File: config.mk
export PLATFORM = sky130hd
export DESIGN_NAME = cgra_out_capture
export DESIGN_NICKNAME = d
export VERILOG_FILES = /design/src/rtl/cgra_out_capture.sv
export SDC_FILE = /design/constraint.sdc
export NUM_CORES = 1
export LEC_CHECK = 0
export ABC_AREA = 1
export CAP_MARGIN = 10
export CORE_MARGIN = 5
export CORE_UTILIZATION = 53
export DETAILED_ROUTE_END_ITERATION = 16
export PLACE_DENSITY = 0.84
export REMOVE_ABC_BUFFERS = 1
export SKIP_LAST_GASP = 1
export SYNTH_ARGS = -nofsm -noshare
export SYNTH_HDL_FRONTEND = slang
export SYNTH_SLANG_ARGS = --single-unit
File: constraint.sdc
create_clock -name io_clock -period 2.7 [get_ports io_clock]
set_clock_uncertainty 0.2 [all_clocks]
set_input_delay 0.54 -clock io_clock [delete_from_list [all_inputs] [get_ports io_clock]]
set_output_delay 0.54 -clock io_clock [all_outputs]
set_load 0.02 [all_outputs]
File: src/rtl/cgra_out_capture.sv
// cgra_out_capture: captures a programmed number of valid beats from the
// CGRA 16-bit output stream into a small first-word-fall-through FIFO that a
// same-clock consumer drains through a ready/valid port. Reports state,
// beat count, completion and sticky overflow.
// Optional feature macro: CAPTURE_CHECKSUM_EN adds a 16-bit running sum of
// every word actually pushed, exposed on the checksum port.
module cgra_out_capture #(
    parameter int DATA_W = 16,
    parameter int DEPTH  = 16,
    parameter int CNT_W  = 16
) (
    input  logic                     io_clock,
    input  logic                     io_reset,
    input  logic                     start,
    input  logic [CNT_W-1:0]         expected_len,
    input  logic [DATA_W-1:0]        io2glb_16,
    input  logic                     io2glb_1,
    input  logic                     rd_ready,
    output logic                     rd_valid,
    output logic [DATA_W-1:0]        rd_data,
    output logic [$clog2(DEPTH):0]   fifo_count,
    output logic [1:0]               state,
    output logic [CNT_W-1:0]         captured,
    output logic                     done,
    output logic                     overflow
`ifdef CAPTURE_CHECKSUM_EN
    ,
    output logic [15:0]              checksum
`endif
);

    localparam int AW = $clog2(DEPTH);
    localparam int CW = AW + 1;
    localparam logic [CW-1:0]    FULL_LVL = CW'(DEPTH);
    localparam logic [CW-1:0]    CNT_ONE  = CW'(1);
    localparam logic [AW-1:0]    PTR_ONE  = AW'(1);
    localparam logic [CNT_W-1:0] CAP_ONE  = CNT_W'(1);
    localparam logic [CNT_W-1:0] CAP_MAX  = '1;

    typedef enum logic [1:0] {
        ST_IDLE    = 2'd0,
        ST_CAPTURE = 2'd1,
        ST_DONE    = 2'd2
    } state_t;

    state_t            state_reg;
    logic [CNT_W-1:0]  len_reg;
    logic [CNT_W-1:0]  captured_reg;
    logic [CNT_W-1:0]  captured_next;
    logic              overflow_reg;

    logic [AW-1:0]     wr_ptr_reg;
    logic [AW-1:0]     rd_ptr_reg;
    logic [CW-1:0]     count_reg;
    logic [DATA_W-1:0] entry_word [DEPTH];

    logic fifo_full;
    logic pop;
    logic beat_take;
    logic push;
    logic drop;

    // A beat only counts in CAPTURE and never in a cycle where start wins.
    assign beat_take = (state_reg == ST_CAPTURE) && io2glb_1 && !start;
    assign fifo_full = (count_reg == FULL_LVL);
    assign rd_valid  = (count_reg != '0);
    assign pop       = rd_valid && rd_ready;
    // A full FIFO can still accept a word when the head leaves this cycle.
    assign push      = beat_take && (!fifo_full || pop);
    assign drop      = beat_take && fifo_full && !pop;

    assign captured_next = (captured_reg == CAP_MAX) ? captured_reg
                                                     : captured_reg + CAP_ONE;

    // Storage: one register per entry, written only when the write pointer selects it.
    genvar gi;
    generate
        for (gi = 0; gi < DEPTH; gi++) begin : g_entry
            logic [DATA_W-1:0] word_reg;
            always_ff @(posedge io_clock) begin
                if (push && (wr_ptr_reg == AW'(gi))) begin
                    word_reg <= io2glb_16;
                end
            end
            assign entry_word[gi] = word_reg;
        end
    endgenerate

    // Head word falls through; gated so an empty FIFO presents zero.
    assign rd_data = rd_valid ? entry_word[rd_ptr_reg] : '0;

    // Pointers and occupancy; only reset clears the FIFO, start never does.
    always_ff @(posedge io_clock) begin
        if (io_reset) begin
            wr_ptr_reg <= '0;
            rd_ptr_reg <= '0;
            count_reg  <= '0;
        end else begin
            if (push) begin
                wr_ptr_reg <= wr_ptr_reg + PTR_ONE;
            end
            if (pop) begin
                rd_ptr_reg <= rd_ptr_reg + PTR_ONE;
            end
            if (push && !pop) begin
                count_reg <= count_reg + CNT_ONE;
            end else if (pop && !push) begin
                count_reg <= count_reg - CNT_ONE;
            end
        end
    end

    // Capture control FSM with its counters and sticky flag.
    always_ff @(posedge io_clock) begin
        if (io_reset) begin
            state_reg    <= ST_IDLE;
            len_reg      <= '0;
            captured_reg <= '0;
            overflow_reg <= 1'b0;
        end else if (start) begin
            len_reg      <= expected_len;
            captured_reg <= '0;
            overflow_reg <= 1'b0;
            state_reg    <= (expected_len == '0) ? ST_DONE : ST_CAPTURE;
        end else begin
            case (state_reg)
                ST_CAPTURE: begin
                    if (beat_take) begin
                        captured_reg <= captured_next;
                        if (drop) begin
                            overflow_reg <= 1'b1;
                        end
                        if (captured_next == len_reg) begin
                            state_reg <= ST_DONE;
                        end
                    end
                end
                ST_IDLE, ST_DONE: begin
                    state_reg <= state_reg;
                end
                default: begin
                    state_reg <= ST_IDLE;
                end
            endcase
        end
    end

`ifdef CAPTURE_CHECKSUM_EN
    logic [15:0] checksum_reg;

    // Running sum of pushed words only; dropped beats never reach the adder.
    always_ff @(posedge io_clock) begin
        if (io_reset || start) begin
            checksum_reg <= '0;
        end else if (push) begin
            checksum_reg <= checksum_reg + 16'(io2glb_16);
        end
    end

    assign checksum = checksum_reg;
`endif

    assign state      = state_reg;
    assign captured   = captured_reg;
    assign done       = (state_reg == ST_DONE);
    assign overflow   = overflow_reg;
    assign fifo_count = count_reg;

endmodule

==> results of run 1 <==
==> layer usage <==
layer | vias up | wire length [um] | GRT usage
met3 | 187 | 4580 | 0.0469
met1 | 4920 | 13500 | 0.329
met4 | 2 | 2140 | 0.133
li1 | 4491 | - | -
met5 | - | 11 | 0
met2 | 846 | 19500 | 0.457
==> cell usage after synthesis, drive strengths merged, types with 4 or more instances <==
cell / count
o21ai: 176
clkbuf: 54
o221ai: 50
edfxtp: 256
buf: 10
dfxtp: 48
nor2: 219
nand4: 7
ha: 10
inv: 73
nand3: 56
nor4: 5
a21oi: 55
xor2: 4
nand2: 107
o22ai: 14
==> final cells by class <==
cell class | instances | share of cell area
multi-input combinational | 717 | 0.237
tap | 319 | 0.0242
inverter | 73 | 0.0184
timing repair buffer | 190 | 0.142
sequential | 304 | 0.525
clock buffer | 40 | 0.0478
clock inverter | 16 | 0.00615
==> timing repair <==
item | CTS | global route
endpoints found under the setup margin | 17 | 18
buffers inserted | 13 | 10
gates cloned | 7 | 5
pin swaps | 20 | 62
gates resized for setup | 140 | 103
==> report_power, final <==
| group | switching, mW | leakage (nW) | internal (mW) |
|---|---|---|---|
| clock network | 1.83 | 0.436 | 2.06 |
| logic | 2.99 | 2.74 | 2.31 |
| registers | 0.0955 | 2.70 | 5.17 |
==> critical path: stages, from the launching register on <==
cell	delay, ns
dfxtp_4	0.38
buf_4	0.16
buf_12	0.12
buf_16	0.14
o21ai_0	0.30
o22ai_1	0.18
nor2_1	0.11
nor2_1	0.05
o21ai_1	0.10
a21oi_2	0.08
buf_6	0.13
==> cell families after synthesis <==
kind of cell | Yosys count | synth area share
and+or+nand+nor | 398 | 0.132
DFF | 304 | 0.676
AOI/OAI and AO/OA | 301 | 0.135
buffers and inverters | 137 | 0.0417
adders and majority gates | 11 | 0.0113
xor gates and xnor gates | 7 | 0.00479
==> path summary, 6_finish.rpt <==
path | cells after the start | from | slack [ns] | endpoint
max reg2reg | 13 | fifo_count[3] | 0.09 | fifo_count[4]
min reg2reg | 2 | len_reg[11] | 0.28 | len_reg[11]
min | 2 | len_reg[11] | 0.28 | len_reg[11]
max | 10 | rd_ptr_reg[0] | -0.38 | rd_data[2]
==> through the flow <==
step	power [mW]	util	TNS [ns]	hold WS, ns	cells
2_1_floorplan	7.28	-	-119.44	0.246	1094
3_3_place_gp	8.94	0.623	-0.730	0.261	1571
3_5_place_dp	9.10	0.623	-4.81	0.263	1571
4_1_cts	13.5	0.678	-2.65	0.271	1647
5_1_grt	14.9	0.698	-5.53	0.291	1659
6_report	14.5	0.698	-4.57	0.276	1659
==> reports/results.tsv, run 1 <==
stage	metric	value	unit
clock_tree	Reg clk slew, reported paths	0.07	ns
route	DR iter-0 viols	1334	
clock_tree	clk sink count	304	
layout	most frequent cells in the layout	edfxtp_1 (256), nor2_1 (188), o21ai_0 (123)	
grt	initial antenna violation count	1	
clock_tree	CTS Buffer Depth	3	
sta	Tmin final	3.08	ns
sta	worst setup margin	-0.382	ns
setup_path	Worst Path Max Fanout	10	
layout	synthesis-to-finish area growth	28.7	%
clock_tree	root buf cell	clkbuf_16	
layout	fin area	16500	sq um
place	Final HPWL DP	19500	um
route	DR WL/cell	23.9	um
clock_tree	Skew-Pair Late Insertion Delay	0.56	ns
place	IO Port Bufs	78	
route	via count	10400	
layout	fin nets	1364	
route	vias per std cell	6.30	
route	First-pass DRT Iterations	7	
place	setup slack at placement	-0.436	ns
floorplan	starting density of the core	0.542	
floorplan	Core Area	23600	sq um
grt	wire length of the first global-routing pass	55800	um
clock_tree	CTS tree	yes	
yosys	top cell type's share of synthesized area	0.600	
sta	Worst Tran Pin Value	0.616	ns
setup_path	Arrival @ worst endpoint	2.34	ns
yosys	Synth area leader	edfxtp_1	
grt	largest net degree at the start of global routing	32	
worst_hold_path	hold crit path type	reg2reg	
sta	RSZ-0062 raised after global routing	true	
sta	# setup viols final	16	
sta	Final Cycle Share	1.14	
layout	antenna fix cells	0	
yosys	asr flop ratio synth	0	
floorplan	row count	56	
outcome	status	finished with violations	
layout	max reg flops	256	
sta	Max Slew Vio Count	0	
yosys	#FFs+latches synth	304	
floorplan	die footprint	27400	sq um
yosys	Mapped Cells	1158	
sta	max_slew headroom	0.588	
yosys	register area share after synthesis	0.676	
route	Routed Antenna Nets	0	
floorplan	Die Y	165	um
layout	most common cell after layout, fill and taps aside	edfxtp_1	
setup_path	Worst setup EP type	primary output	
yosys	Synth Flop Type	edfxtp_1	
setup_path	CP Launch Type	flip-flop	
power	Power Density	878	nW/um^2
place	Placed Area	14700	sq um
power	Max IR drop VDD	0.881	mV
grt	gr usage total	0.268	
yosys	Area contributors post-synth	edfxtp_1 (60%), dfxtp_1 (7.5%), o21ai_0 (6.8%)	
floorplan	die width	165	um
layout	multi-input logic area	3900	sq um
grt	vias in the first global route	10200	
setup_path	CP required	1.96	ns
layout	Register Area	8660	sq um
layout	share of cells above drive strength 1	0.199	
yosys	Mapped Avg Cell Area	11.1	sq um
yosys	number of synthesized flops with an enable pin	256	
route	DRC Markers	0	
yosys	synth warn	0	
clock_tree	H-tree depth reported by CTS	1	
power	Leak Pwr	5.87	nW
job	max_cap viols	0	
sta	Fin. Hold Viols	0	
outcome	failing checks	setup timing	
place	gpl congestion	0.861	
yosys	post-synthesis cell area	12800	sq um
sta	fmax	325	MHz
layout	Filler cells	1506	
floorplan	IO Pins	79	
clock_tree	number of CTS-inserted buffers	30	
yosys	Unique masters post-synth	33	
setup_path	kind of critical path	reg2out	
grt	GRT overflow	0	
route	Routed WL	39700	um
clock_tree	hold-fix buffer count after cts	0	
Power figures use the tool's default switching activity.
==> run 2: changes to the inputs <==
--- a/config.mk
+++ b/config.mk
@@ -12,7 +12,7 @@
 export DETAILED_ROUTE_END_ITERATION = 16
 export PLACE_DENSITY = 0.84
 export REMOVE_ABC_BUFFERS = 1
-export SKIP_LAST_GASP = 1
+export SLEW_MARGIN = 25
 export SYNTH_ARGS = -nofsm -noshare
 export SYNTH_HDL_FRONTEND = slang
 export SYNTH_SLANG_ARGS = --single-unit
==> run 2 against run 1 <==
Compared with the run above:
- clock-buffer cell count unchanged
- sequential power is essentially flat
- the run still ends with setup timing left
- register-to-register slack hardly changed
==> reports/results.tsv, run 2 (synthesis results as in run 1) <==
stage	metric	value	unit	change
outcome	status	finished with violations		
outcome	failing checks	setup timing		
clock_tree	H-tree depth reported by CTS	1		unchanged
route	vias per std cell	6.30		about the same
layout	antenna fix cells	0		unchanged
setup_path	kind of critical path	reg2out		
sta	RSZ-0062 raised after global routing	true		
grt	vias in the first global route	10200		-0.41%
route	First-pass DRT Iterations	5		-2
route	Routed WL	40200	um	+1.3%
grt	wire length of the first global-routing pass	55700	um	-0.12%
grt	initial antenna violation count	1		unchanged
clock_tree	CTS Buffer Depth	3		unchanged
layout	Filler cells	1469		-2.5%
setup_path	Worst setup EP type	primary output		
sta	Worst Tran Pin Value	0.668	ns	+0.0528 ns
clock_tree	hold-fix buffer count after cts	0		unchanged
power	Power Density	883	nW/um^2	+0.60%
place	gpl congestion	0.861		unchanged
route	via count	10500		+0.85%
clock_tree	clk sink count	304		unchanged
route	DRC Markers	0		unchanged
sta	Fin. Hold Viols	0		unchanged
clock_tree	number of CTS-inserted buffers	30		unchanged
clock_tree	CTS tree	yes		
sta	Final Cycle Share	1.14		-0.00437
sta	# setup viols final	16		unchanged
setup_path	CP Launch Type	flip-flop		
power	post-route total power	14.8	mW	+2.1%
grt	gr usage total	0.266		-0.00116
place	number of cells after detailed placement	1571		unchanged
floorplan	die width	165	um	unchanged
route	Routed Antenna Nets	0		unchanged
floorplan	die footprint	27400	sq um	unchanged
layout	fin nets	1377		+0.95%
setup_path	Worst Path Max Fanout	7		-3
power	Leak Pwr	5.97	nW	+1.8%
route	DR iter-0 viols	1438		+7.8%
worst_hold_path	hold crit path type	reg2reg		
floorplan	IO Pins	79		unchanged
setup_path	CP required	1.96	ns	about the same
sta	fmax	326	MHz	+0.38%
floorplan	Core Area	23600	sq um	unchanged
clock_tree	Reg clk slew, reported paths	0.07	ns	about the same
floorplan	starting density of the core	0.542		unchanged
clock_tree	Skew-Pair Late Insertion Delay	0.56	ns	about the same
sta	worst setup margin	-0.370	ns	+0.0118 ns
layout	synthesis-to-finish area growth	30.7	%	
layout	most frequent cells in the layout	edfxtp_1 (256), nor2_1 (176), nand2_1 (97)		
place	Final HPWL DP	19500	um	unchanged
layout	most common cell after layout, fill and taps aside	edfxtp_1		
clock_tree	root buf cell	clkbuf_16		
layout	share of cells above drive strength 1	0.223		+0.0247
grt	GRT overflow	0		unchanged
job	max_cap viols	0		unchanged
layout	max reg flops	256		unchanged
floorplan	Die Y	165	um	unchanged
sta	Max Slew Vio Count	0		unchanged
setup_path	Arrival @ worst endpoint	2.33	ns	about the same
grt	largest net degree at the start of global routing	32		unchanged
layout	Non-Filler Instances	1672		+0.78%
route	DR WL/cell	24.0	um	+0.56%
sta	max_slew headroom	0.553		-0.0353
sta	TNS Setup	-4.57	ns	+0.000840 ns
sta	Tmin final	3.07	ns	-0.0118 ns
floorplan	row count	56		unchanged
power	Max IR drop VDD	0.869	mV	-1.4%
place	IO Port Bufs	78		unchanged
## run 2: cell types whose count changed in the layout (fill, tap and decap cells not counted), moves of 3 or more
| cell | previous run | this run |
|---|---|---|
| nor2_2 | 27 | 36 |
| o221ai_1 | 40 | 43 |
| o21ai_0 | 123 | 93 |
| nor2_1 | 188 | 176 |
| o21ai_1 | 40 | 58 |
| buf_6 | 17 | 24 |
| o21ai_2 | 12 | 23 |
| buf_4 | 59 | 62 |
| nor2_4 | 4 | 7 |
| o221ai_2 | 10 | 7 |
## run 2: stage by stage
step / utilization / instance area, sq um / hold WS [ns] / setup slack (ns)
final: 0.709 / 16700 / 0.274 / -0.370
after floorplan: - / 12500 / 0.246 / -3.08
after global routing: 0.709 / 16700 / 0.291 / -0.439
after CTS: 0.681 / 16100 / 0.271 / -0.188
after global placement: 0.623 / 14700 / 0.261 / -0.283
after detailed placement: 0.623 / 14700 / 0.263 / -0.436
## run 2: worst max-delay path, cell delays in order, from the launching register on
cell and delay, ns:
dfxtp_4 0.48, clkinv_8 0.14, buf_6 0.15, clkbuf_16 0.14
o21ai_0 0.26, o221ai_1 0.21, nand3_2 0.13, a21oi_2 0.07
buf_4 0.16
## run 2: what timing repair did
item,CTS,global route
cloned,7,7
endpoints found under the setup margin,17,18
gates resized for setup,178,130
setup buffers,13,20
pin swaps,20,66
## run 2: area by class of cell
| cell class | count | area [sq um] | share of cell area |
|---|---|---|---|
| Multi-Input combinational cell | 717 | 4000 | 0.239 |
| Sequential cell | 304 | 8660 | 0.517 |
| Clock inverter | 16 | 101 | 0.00606 |
| Inverter | 73 | 292 | 0.0174 |
| Clock buffer | 40 | 788 | 0.0471 |
| Tap cell | 319 | 399 | 0.0239 |
| Timing Repair Buffer | 203 | 2500 | 0.149 |
## run 2: path summary, 6_finish.rpt
check	depth (start not counted)	slack, ns	to	from
setup reg to reg	13	0.10	fifo_count[4]	fifo_count[2]
hold / removal	2	0.27	len_reg[1]	len_reg[1]
setup / recovery	8	-0.37	rd_data[14]	rd_ptr_reg[0]
hold reg to reg	2	0.27	len_reg[1]	len_reg[1]
## run 2: power by group
part	switching, mW	internal (mW)
clock network	1.86	2.06
registers	0.114	5.17
logic	3.07	2.50
total	5.04	9.73
## run 2: metal layers
metal | up-vias | GRT usage | share of wire
li1 | 4526 | - | -
met1 | 4940 | 0.330 | 0.33
met2 | 885 | 0.462 | 0.49
met3 | 182 | 0.0464 | 0.12
met4 | 2 | 0.116 | 0.055
met5 | - | 0 | 0.00027
